## src/rtl/horizontal_window.sv

```systemverilog
// horizontal_window: six-tap horizontal chroma window (im3..ip2) with edge replication; ports: clk, reset, in_valid/in_data/in_sol/in_eol/in_ready sample input, out_ready/out_valid/im3..ip2/out_sol/out_eol window output, line_err protocol pulse
module horizontal_window (
  input  logic       clk,
  input  logic       reset,
  input  logic       in_valid,
  input  logic [7:0] in_data,
  input  logic       in_sol,
  input  logic       in_eol,
  output logic       in_ready,
  input  logic       out_ready,
  output logic       out_valid,
  output logic [7:0] im3,
  output logic [7:0] im2,
  output logic [7:0] im1,
  output logic [7:0] i,
  output logic [7:0] ip1,
  output logic [7:0] ip2,
  output logic       out_sol,
  output logic       out_eol,
  output logic       line_err
);
  typedef enum logic [1:0] {IDLE, FILL, RUN, FLUSH} state_t;
  state_t state;
  logic [5:0][7:0] w;
  logic [11:0] cnt, cnt_inc;
  logic [1:0] flush_cnt;
  logic adv, acc;
  assign adv = !out_valid | out_ready;
  assign in_ready = adv & (state != FLUSH);
  assign acc = in_valid & in_ready;
  assign cnt_inc = &cnt ? cnt : cnt + 12'd1;
  assign {ip2, ip1, i, im1, im2, im3} = w;
  always_ff @(posedge clk or posedge reset)
    if (reset) begin
      state <= IDLE;
      w <= '0;
      cnt <= '0;
      flush_cnt <= '0;
      out_valid <= 1'b0;
      out_sol <= 1'b0;
      out_eol <= 1'b0;
      line_err <= 1'b0;
    end else begin
      line_err <= 1'b0;
      if (adv) begin
        out_valid <= 1'b0;
        out_sol <= 1'b0;
        out_eol <= 1'b0;
        if (state == FLUSH) begin
          if (flush_cnt != 2'd0) begin
            w <= {w[5], w[5:1]};
            out_valid <= 1'b1;
            out_sol <= cnt == {10'd0, flush_cnt};
            out_eol <= flush_cnt == 2'd1;
            flush_cnt <= flush_cnt - 2'd1;
          end
          if (flush_cnt <= 2'd1) state <= IDLE;
        end else if (acc) begin
          if (in_sol) begin
            line_err <= state != IDLE;
            w <= {6{in_data}};
            cnt <= 12'd1;
            flush_cnt <= {1'b0, in_eol};
            state <= in_eol ? FLUSH : FILL;
          end else if (state == IDLE) begin
            line_err <= 1'b1;
          end else begin
            w <= {in_data, w[5:1]};
            cnt <= cnt_inc;
            out_valid <= cnt >= 12'd2;
            out_sol <= cnt == 12'd2;
            flush_cnt <= in_eol ? 2'd2 : 2'd0;
            state <= in_eol ? FLUSH : RUN;
          end
        end
      end
    end
endmodule

```

## config.mk

```make
export PLATFORM = sky130hd
export DESIGN_NAME = horizontal_window
export DESIGN_NICKNAME = d
export VERILOG_FILES = /design/src/rtl/horizontal_window.sv
export SDC_FILE = /design/constraint.sdc
export NUM_CORES = 1
export LEC_CHECK = 0
export CAP_MARGIN = 20
export CORE_MARGIN = 1
export CORE_UTILIZATION = 30
export CTS_BUF_LIST = sky130_fd_sc_hd__clkbuf_4
export DETAILED_ROUTE_END_ITERATION = 12
export PLACE_DENSITY_LB_ADDON = 0.15
export REMOVE_ABC_BUFFERS = 1
export SLEW_MARGIN = 20
export SYNTH_ARGS = -nofsm -noshare
export SYNTH_HDL_FRONTEND = slang
export SYNTH_SLANG_ARGS = --single-unit
```

## constraint.sdc

```tcl
create_clock -name clk -period 3.1 [get_ports clk]
set_input_delay 0.775 -clock clk [delete_from_list [all_inputs] [get_ports clk]]
set_output_delay 0.775 -clock clk [all_outputs]
set_load 0.05 [all_outputs]
```

# ---- After elaboration in Yosys (flattened, before gate mapping)
# Cells that the tools add are included.
# W data, S select, Z words.
dict set report totals {
  register_bits 68
  latchBits 0
  ram_bits 0
  mem_bits_ro 0
  output_inout_bits 53
  wordCells 79
  n_memories 0
}
dict set report op_classes {
  n_addsub 2
  n_mul 0
  div_mod_pow 0
  magnitude_cmp 2
  n_eq_ne 10
  n_shift 0
  mux 38
  bitwise_logic 4
  n_reduce_logical 10
}
# operator count
set ops {}
lappend ops {{$mux W48} 4}
lappend ops {{$mux W40} 1}
lappend ops {{$mux W12} 3}
lappend ops {{$mux W2} 12}
lappend ops {{$mux W1} 18}
lappend ops {{$add A12 B1 Y12 const B} 1}
lappend ops {{$eq A12 B2 Y1} 1}
lappend ops {{$eq A12 B2 Y1 const B} 1}
lappend ops {{$ge A12 B2 Y1 const B} 1}
lappend ops {{$reduce_and A12 Y1} 1}
lappend ops {{$reduce_and A4 Y1} 3}
lappend ops {{$ne A2 B2 Y1 const B} 3}
lappend ops {{$reduce_bool A2 Y1} 3}
lappend ops {{$reduce_and A5 Y1} 1}
lappend ops {{$ne A2 B1 Y1 const B} 2}
lappend ops {{$ne A3 B3 Y1 const B} 1}
lappend ops {{$and A1 B1 Y1} 2}
lappend ops {{$eq A2 B1 Y1 const B} 1}
lappend ops {{$eq A2 B2 Y1 const B} 1}
lappend ops {{$le A2 B1 Y1 const B} 1}
lappend ops {{$logic_not A2 Y1} 1}
lappend ops {{$sub A2 B1 Y2 const B} 1}
lappend ops {{$logic_not A1 Y1} 1}
lappend ops {{$not A1 Y1} 1}
lappend ops {{$or A1 B1 Y1} 1}

# ---- Logic depth before layout (Yosys ltp)
# Gate-level depths: netlist of run 1.
dict set report logic_depth {
  ltp_word 7
  mapped_depth 9
}

# ---- Least setup slack after synthesis of run 1
# OpenSTA, ideal clock, no wires.
dict set report synth_timing {
  kind {in2out}
  from {in out_ready}
  to {out in_ready}
  t_arrival_ns 1.535
  required_ns 2.325
  setup_slack_ns 0.790
  cell_stages 2
  n_path_buf 0
  path_cell_list {nor2b_1 -> nor2_1}
}
dict set report synth_via {
  elab_chain_cells 2
}
# item line_no
set synth_rtl {}
lappend synth_rtl {{from (decl)} 10} ;# input logic out_ready,
lappend synth_rtl {{$or A1 B1 Y1} 28} ;# assign adv = !out_valid | out_ready;
lappend synth_rtl {{$and A1 B1 Y1} 29} ;# assign in_ready = adv & (state != FLUSH);
lappend synth_rtl {{to (decl)} 9} ;# output logic in_ready,
# Every way passes these cells.

# ---- Worst setup path in the final report of run 1
dict set report layout_timing {
  from {in in_sol}
  to {reg cnt[3]}
}
dict set report layout_via {
  elab_chain_cells 2
}
# item line_no
set layout_rtl {}
lappend layout_rtl {{from (decl)} 7} ;# input logic in_sol,
lappend layout_rtl {{$ne A2 B2 Y1 (no source line)} --}
lappend layout_rtl {{$reduce_and A5 Y1 (no source line)} --}
lappend layout_rtl {{to (signal assigned)} 69} ;# cnt <= cnt_inc;
lappend layout_rtl {{to (decl)} 25} ;# logic [11:0] cnt, cnt_inc;
# Several ways; a longest one is shown, not always the timed one.
# A chain may end at the register's enable or synchronous reset.

==> run metrics, run 1 <==
total design power 4.955 mW; Syn Area/Cell 9.255 µm²; HP Class flop to flop; CP Capture Type flop; initial core utilization 30.70%; worst path required time 3.42 ns; Synth Area in Simple Gates 18.88%; max_cap viols 0; Crit path max-delay family simple AND/OR/NAND/NOR gates; clk sinks 68; PortBufs 66; Worst-path clk slew 0.11 ns; Fin Hold WS 0.4870 ns; Async SR Flop Fraction 100.0%; depth of the CTS H-tree 3; fmax 395.9 MHz; cell count after synthesis 358; Seq cells post-synth 68; Hold Vio Cnt, Final 0; grt total ovfl 0; global-route wire length before repair 13330 µm; Post-Syn Area 0.003313 mm²; initial DRC count 92; I/O Pins 67; mux cell area share after synthesis 0.9819%; largest family of logic cells by synthesized area compound AO/OA/AOI/OAI gates; Worst-Skew Late Latency 0.40 ns; num rows 38; sequential fraction of the synthesis area 51.36%; LEAKAGE 1.789 nW; Antenna Nets Post-Route 0; Post-CTS Resized 0; Tmin final 2.526 ns; mean number of vias per cell 4.945; area grow syn2layout 29.80%; CTS Buf Count 9; final wirelength 7914 µm; core area 0.01079 mm²; # diodes 0; fin crit share 81.49%; Synth Area in Adders 1.888%; critical-path cell list clkdlybuf4s50_1 -> inv_1 -> ha_1 -> and2b_2 -> nand3_2 -> or4_1 -> a21oi_1; final core occ 39.84%; Synth Warn # 0; setup violators final 0; status finished, final reports clean; drt wl/cell 14.01 µm; Data arrival, critical path 2.85 ns; vias 2794; startpoint class of the critical path input port; initial antenna violation count 0; Pins Over Slew Limit 0; hold buffer count at CTS 0; Clock Path Buffers 2; CTS tree yes; Synth Area in Compound Gates 21.34%; GRT Overall Usage 14.84%; Die Area 0.01147 mm²; worst rel slew slack 64.51%; VDD IR max 0.5306 mV; Synth Flop Type dfrtp_1; via count of the first global-routing pass 2700; die height 107.1 µm; Worst path max stage delay 0.60 ns; RSZ-0062 raised after global routing false; dpl hpwl 5401 µm; largest net degree at the start of global routing 69; nets 440; Post-synth EDFFs 0; number of iterations in the first detailed-routing pass 4; Worst Clk Skew 0.01892 ns; Critical-path top delay cell or4_1; CP Class input port to flop; synth unique cells 44; P per Cell Area 1152 mW/mm²; worst path bufs/invs 2; clock root buffer clkbuf_4; Slew @ Worst Pin 0.5307 ns; setup bufs post-CTS 0; share of layout cells above drive strength 1 9.176%; GPL Wtd Cong 0.7682; Die Wd 107.1 µm; post-synthesis xor/xnor area fraction 0.7931%; Remaining DRCs 0; crit path max fanout 19
-- logic make-up (layout without fill, tap and decap cells) --
logic type / Yosys count / in the layout
mux: 3 / 3
simple gates: 120 / 120
compound gates: 127 / 127
fa+ha+maj: 5 / 5
flops: 68 / 68
xor+xnor: 3 / 3
buf+inv: 32 / 99
-- path summary, 6_finish.rpt --
| path | startpoint | to | slack [ns] | depth (start not counted) |
|---|---|---|---|---|
| worst min register to register | im3[2] | im3[2] | 0.49 | 2 |
| worst max register to register | state[1] | cnt[3] | 0.84 | 6 |
| max in group asynchronous | reset | ip1[0] | 2.04 | 3 |
| min in group asynchronous | reset | i[6] | 0.76 | 3 |
| worst min-delay path | im3[2] | im3[2] | 0.49 | 2 |
| worst max-delay path | in_sol | cnt[3] | 0.57 | 7 |
-- registers in the layout, indices dropped and copies added, names as in the netlist --
signal	cells
state	2
im2	8
line_err	1
im3	8
flush_cnt	2
out_eol	1
cnt	12
out_valid	1
im1	8
i	8
ip2	8
out_sol	1
ip1	8
-- power breakdown --
part / internal [mW] / switching, mW
registers: 1.22 / 0.308
logic: 0.940 / 1.85
clock network: 0.316 / 0.320
-- cells in the mapped netlist, types with 2 or more instances --
cell type / count / area share (%)
or4_1: 7 / 1.6
nor2_1: 9 / 1.0
o21a_1: 4 / 0.91
ha_1: 5 / 1.9
mux2_2: 2 / 0.68
o31a_1: 2 / 0.53
a311oi_1: 2 / 0.53
a21oi_1: 51 / 7.7
inv_1: 7 / 0.79
clkbuf_1: 11 / 1.2
buf_2: 9 / 1.4
o21ai_0: 51 / 7.7
and4_1: 2 / 0.53
o31ai_1: 9 / 2.0
nand3_2: 2 / 0.60
o211ai_1: 4 / 0.91
xor2_1: 3 / 0.79
nor4_1: 6 / 1.1
nand2_1: 63 / 7.1
nand4_1: 3 / 0.57
nand3_1: 7 / 1.1
buf_4: 2 / 0.45
and3_1: 9 / 1.7
dfrtp_1: 68 / 51
-- routing by layer --
| metal | GRT usage, % | vias to the layer above | share of wire (%) | routed length, µm |
|---|---|---|---|---|
| met5 | 0 | - | 0 | 0 |
| met4 | 5.871 | 0 | 1.3 | 100 |
| met3 | 3.040 | 9 | 4.3 | 338 |
| met2 | 23.13 | 56 | 46 | 3647 |
| met1 | 20.12 | 1318 | 48 | 3828 |
| li1 | - | 1411 | - | - |
-- tightest hold or removal path, delay by kind of cell (launching register included) --
kind | cells | cell delay (ns)
DFF | 1 | 0.36
AOI/OAI and AO/OA | 1 | 0.06
and+or+nand+nor | 1 | 0.04
-- through the flow --
| stage | cells | TNS [ns] | instance area [µm²] | setup WS [ns] |
|---|---|---|---|---|
| floorplan | 333 | -45.67 | 3182 | -1.094 |
| global placement | 550 | 0 | 4153 | 0.2095 |
| detailed placement | 550 | 0 | 4153 | 0.1503 |
| CTS | 565 | 0 | 4300 | 0.5769 |
| global route | 565 | 0 | 4300 | 0.4458 |
| finish | 565 | 0 | 4300 | 0.5739 |
-- placed cells by master (no fill, tap or decap), drive strengths merged, types with 2 or more instances in the layout --
cell and n:
xor2 3, nand2 64, nor4 7, and4 3
o31ai 9, nand3 9, dfrtp 68, or4 7
ha 5, buf 12, o21a 4, clkinv 3
a311oi 2, o31a 3, nand4 4, a21oi 51
o211ai 4, inv 7, clkbuf 9, o21ai 51
bufinv 2, mux2 2, nor2 9, and3 10
clkdlybuf4s50 65
-- area by class of cell --
type	count	area, µm²
Inverter	7	26.28
Clock buffer	9	67.56
Sequential cell	68	1702
Tap cell	140	175.2
Fill cell	1113	6492
Timing Repair Buffer	77	778.2
Multi-Input combinational cell	258	1471
Clock inverter	6	80.08
Note: power is estimated with default switching activity, not from simulation.
==> inputs of run 2 (changes only) <==
==> constraint.sdc (replaced) <==
create_clock -name clk -period 2.6 [get_ports clk]
set_input_delay 0.65 -clock clk [delete_from_list [all_inputs] [get_ports clk]]
set_output_delay 0.65 -clock clk [all_outputs]
set_load 0.05 [all_outputs]
==> run 2 against run 1 <==
Against the previous run:
- setup slack worse by 0.29 ns
- first-iteration DRC count is 23% lower
- critical path depth is 6 lower
- sequential cell count unchanged
- combinational power is 22% higher
- non-clock buffer count rose by 7
- clock skew fell by 0.0022 ns
- sequential power rose by 18%
- cell area up 1.7%
- total power grew 21%
- largest cell class unchanged
==> run metrics, run 2 (synthesis results as in run 1) <==
die height 107.1 µm (unchanged); vias 2827 (+1.2%); num rows 38 (unchanged); Pins Over Slew Limit 0 (unchanged); clock root buffer clkbuf_4; total design power 6.017 mW (+21%); Worst path max stage delay 0.83 ns (+0.23 ns); Tmin final 2.319 ns; core area 0.01079 mm² (unchanged); worst path required time 1.95 ns (-1.47 ns); PortBufs 66 (unchanged); # diodes 0 (unchanged); crit path max fanout 3 (-16); hold buffer count at CTS 0 (unchanged); met2 track demand over resource 22.81% (-0.32 points); final wirelength 8139 µm (+2.8%); largest net degree at the start of global routing 59 (-14%); area grow syn2layout 31.95%; Final Instance Count excl. Fillers 573 (+1.4%); RSZ-0062 raised after global routing false; CP Class flop to output pin; via count of the first global-routing pass 2625 (-2.8%); GRT Overall Usage 14.99% (+0.15 points); CTS tree yes; nets 447 (+1.6%); HP Class flop to flop; max reg flops 12 (unchanged); Crit path max-delay family buffers and inverters; startpoint class of the critical path flop; Worst-Skew Late Latency 0.42 ns (+0.02 ns); final core occ 40.51% (+0.66 points); CTS Buf Count 9 (unchanged); dpl hpwl 5632 µm (+4.3%); setup_tns 0 ns (unchanged); Die Area 0.01147 mm² (unchanged); leading cell type in the layout, fill and taps excluded dfrtp_1; status finished, final reports clean; drt wl/cell 14.20 µm (+1.4%); number of iterations in the first detailed-routing pass 4 (unchanged); Largest Register cnt; clk sinks 68 (unchanged); fin crit share 89.21%; M3 GR Usage 3.283% (+0.24 points); Placed Cells 557 (+1.3%); Antenna Nets Post-Route 0 (unchanged); commonest non-fill, non-tap cells in the layout dfrtp_1, clkdlybuf4s50_1, nand2_1; worst rel slew slack 63.87% (-0.64 points); fmax 431.1 MHz; Remaining DRCs 0 (unchanged); share of layout cells above drive strength 1 11.32% (+2.1 points); fin worst setup slack 0.2806 ns (-0.2933 ns); P per Cell Area 1376 mW/mm² (+19%); Worst Clk Skew 0.01674 ns (-0.002179 ns); CP Capture Type output pin; Clock Path Buffers 2 (unchanged); max_cap viols 0 (unchanged); Worst-path clk slew 0.12 ns (about the same); initial antenna violation count 0 (unchanged); mean number of vias per cell 4.934 (-0.23%); VDD IR max 0.6321 mV (+19%); Critical-path top delay cell clkdlybuf4s50_1; depth of the CTS H-tree 3 (unchanged); Data arrival, critical path 1.67 ns (-1.18 ns); GPL Wtd Cong 0.7931 (+3.2%); Hold Vio Cnt, Final 0 (unchanged); I/O Pins 67 (unchanged); initial core utilization 30.70% (unchanged); global-route wire length before repair 13340 µm (+0.11%); met1 Usage GRT 20.70% (+0.58 points); setup bufs post-CTS 0 (unchanged); grt total ovfl 0 (unchanged); Slew @ Worst Pin 0.5403 ns (+0.009562 ns); Die Wd 107.1 µm (unchanged); setup violators final 0 (unchanged); critical-path cell list clkdlybuf4s50_1; Post-CTS Resized 0 (unchanged); worst path bufs/invs 1 (-1); pre-CTS WS -0.01392 ns (-0.1642 ns); gr busiest metal met2; initial DRC count 71 (-23%); LEAKAGE 1.832 nW (+2.4%)
run 2: path summary, 6_finish.rpt:
kind                            startpoint  endpoint  slack, ns  cells past startpoint
worst max-delay path                ip1[5]    ip1[5]       0.28                      1
worst min-delay path               out_eol   out_eol       0.49                      2
worst max register to register    state[0]    cnt[5]       0.56                      7
worst min register to register     out_eol   out_eol       0.49                      2
max in group asynchronous            reset    ip2[1]       1.43                      3
min in group asynchronous            reset    cnt[2]       0.54                      2
run 2: metrics by stage:
| stage | hold WS [ns] | instance area (µm²) |
|---|---|---|
| floorplan | 0.5513 | 3182 |
| global placement | 0.4607 | 4205 |
| detailed placement | 0.4689 | 4205 |
| CTS | 0.4996 | 4372 |
| global route | 0.5253 | 4372 |
| finish | 0.4908 | 4372 |
run 2: final cells by class:
cell class / instances / area [µm²]
fill: 1097 / 6421
sequential: 68 / 1702
multi-input combinational: 258 / 1471
timing repair buffer: 84 / 830.8
tap: 140 / 175.2
clock inverter: 7 / 98.84
clock buffer: 9 / 67.56
inverter: 7 / 26.28
run 2: metal layers:
| metal | routed length (µm) | up-vias | share of wire [%] |
|---|---|---|---|
| met5 | 0 | - | 0 |
| met4 | 97 | 0 | 1.2 |
| met3 | 370 | 12 | 4.5 |
| met2 | 3732 | 59 | 46 |
| met1 | 3937 | 1329 | 48 |
| li1 | - | 1427 | - |
run 2: power by group:
group	switching (mW)	internal (mW)
sequential	0.344	1.46
clock	0.431	0.397
combinational	2.24	1.15
total	3.01	3.00
==> inputs of run 3 (changes only) <==
--- a/config.mk
+++ b/config.mk
@@ -10,6 +10,7 @@
 export CORE_UTILIZATION = 30
 export CTS_BUF_LIST = sky130_fd_sc_hd__clkbuf_4
 export DETAILED_ROUTE_END_ITERATION = 12
+export DONT_BUFFER_PORTS = 1
 export PLACE_DENSITY_LB_ADDON = 0.15
 export REMOVE_ABC_BUFFERS = 1
 export SLEW_MARGIN = 20
==> run 3 against run 2 <==
Against the previous run:
- non-clock buffer count decreased by 73
- clock-buffer cell count stayed put
- wire length shrank 2.0%
- register-to-register slack worse by 0.15 ns
- die area is the same
- largest cell class unchanged
- highest routed layer unchanged
==> run metrics, run 3 (synthesis results as in run 1) <==
status finished, final reports clean; P per Cell Area 1448 mW/mm² (+5.2%); Hold Vio Cnt, Final 0 (unchanged); Worst-Skew Late Latency 0.41 ns (about the same); worst rel slew slack 52.51% (-11 points); reg-to-reg slack, setup 0.41 ns (-0.15 ns); fmax 439.8 MHz (+2.0%); fin crit share 87.45% (-1.8 points); crit path max fanout 8 (+5); worst path required time 1.95 ns (about the same); initial antenna violation count 0 (unchanged); Tmin final 2.274 ns (-0.04582 ns); Worst-path clk slew 0.12 ns (about the same); commonest non-fill, non-tap cells in the layout dfrtp_1, nand2_1, a21oi_1, o21ai_0; Remaining DRCs 0 (unchanged); nets 374 (-16%); max reg flops 12 (unchanged); internal power 2.363 mW (-21%); drt wl/cell 15.98 µm (+13%); Slew @ Worst Pin 0.7120 ns (+0.1717 ns); via count of the first global-routing pass 2441 (-7.0%); CP Capture Type output pin; Antenna Nets Post-Route 0 (unchanged); I/O Pins 67 (unchanged); crit path to in_ready; Switching Fraction 55.06% (+5.0 points); fin worst setup slack 0.3264 ns (+0.04582 ns); PortBufs 0 (-100%); leading cell type in the layout, fill and taps excluded dfrtp_1; final wirelength 7975 µm (-2.0%); Die Area 0.01147 mm² (unchanged); die height 107.1 µm (unchanged); GPL Wtd Cong 0.7516 (-5.2%); LEAKAGE 1.539 nW (-16%); core area 0.01079 mm² (unchanged); Largest Register cnt; CTS tree yes; register share of total power 56.8% (+27 points); area grow syn2layout 9.630%; initial DRC count 136 (+92%); Worst Clk Skew 0.01323 ns (-0.003510 ns); Comb pwr share 28.5% (-28 points); Pins Over Slew Limit 0 (unchanged); VDD IR max 0.5976 mV (-5.5%); mean number of vias per cell 5.112 (+3.6%); Die Wd 107.1 µm (unchanged); Crit. Startpoint state[0]; number of iterations in the first detailed-routing pass 4 (unchanged); Reg2Reg Depth 7 (unchanged); switching pwr 2.895 mW (-3.9%); CP Class flop to output pin; Clk network pwr share 14.7% (+1.0 points); startpoint class of the critical path flop; CTS Buf Count 9 (unchanged); Data arrival, critical path 1.62 ns (-0.05 ns); share of layout cells above drive strength 1 10.86% (-0.45 points); RSZ-0062 raised after global routing false; largest net degree at the start of global routing 69 (+17%); Fin Hold WS 0.1714 ns (-0.3194 ns); max_cap viols 0 (unchanged); num rows 38 (unchanged); pre-CTS WS 0.2707 ns (+0.2846 ns); worst reg2reg path endpoint cnt[8]; setup bufs post-CTS 0 (unchanged); clock root buffer clkbuf_4; depth of the CTS H-tree 3 (unchanged); initial core utilization 30.70% (unchanged); clk sinks 68 (unchanged); Clock Path Buffers 2 (unchanged); vias 2551 (-9.8%); HP Class input port to async pin; setup violators final 0 (unchanged); grt total ovfl 0 (unchanged); # diodes 0 (unchanged); GRT Overall Usage 14.72% (-0.27 points); dpl hpwl 5292 µm (-6.0%); Reg-to-Reg Start state[0]; global-route wire length before repair 13100 µm (-1.8%)
## run 3: critical path, stage by stage (launching register included)
cell	delay, ns
dfrtp_1	0.50
and2_1	0.25
nor2_2	0.46
## run 3: metrics by stage
step                      std cells  TNS [ns]  utilization, %  cell area, µm²  power, mW
after floorplan                 333    -61.42               -            3182      4.007
after global placement          484         0           32.26            3482      4.501
after detailed placement        484         0           32.26            3482      4.534
after CTS                       499         0           33.63            3630      5.311
after global routing            499         0           33.65            3632      5.627
final                           499         0           33.65            3632      5.258
## run 3: final cells by class
cell class                      instances  area [µm²]
Multi-Input combinational cell        258        1474
Inverter                                7       26.28
Timing Repair Buffer                   11       107.6
Clock buffer                            9       67.56
Sequential cell                        68        1702
Clock inverter                          6       80.08
Tap cell                              140       175.2
Fill cell                            1136        7161
## run 3: power groups by stage
stage | clock (mW) | combinational (mW) | sequential (mW)
6_report | 0.772 | 1.50 | 2.99
4_1_cts | 0.798 | 1.51 | 3.00
3_3_place_gp | 0 | 1.48 | 3.02
2_1_floorplan | 0 | 1.08 | 2.93
5_1_grt | 0.849 | 1.72 | 3.06
3_5_place_dp | 0 | 1.51 | 3.02
## run 3: worst min-delay path by stage
stage	endpoint
2_1_floorplan	cnt[11]
3_3_place_gp	cnt[11]
3_5_place_dp	state[1]
4_1_cts	im2[6]
5_1_grt	im1[6]
6_report	im3[6]
## run 3: per-layer routing
metal  wire length, µm  global-route usage [%]  up-vias
met5                 0                       0        -
met4               105                   5.577        0
li1                  -                       -     1278
met1              3773                   19.62     1211
met3               598                   5.410       12
met2              3497                   21.61       50
## run 3: what timing repair did
item	CTS	global route
endpoints found under the setup margin	0	1
hold buffers	0	0
gates resized for setup	0	1
hold endpoints to repair	0	0
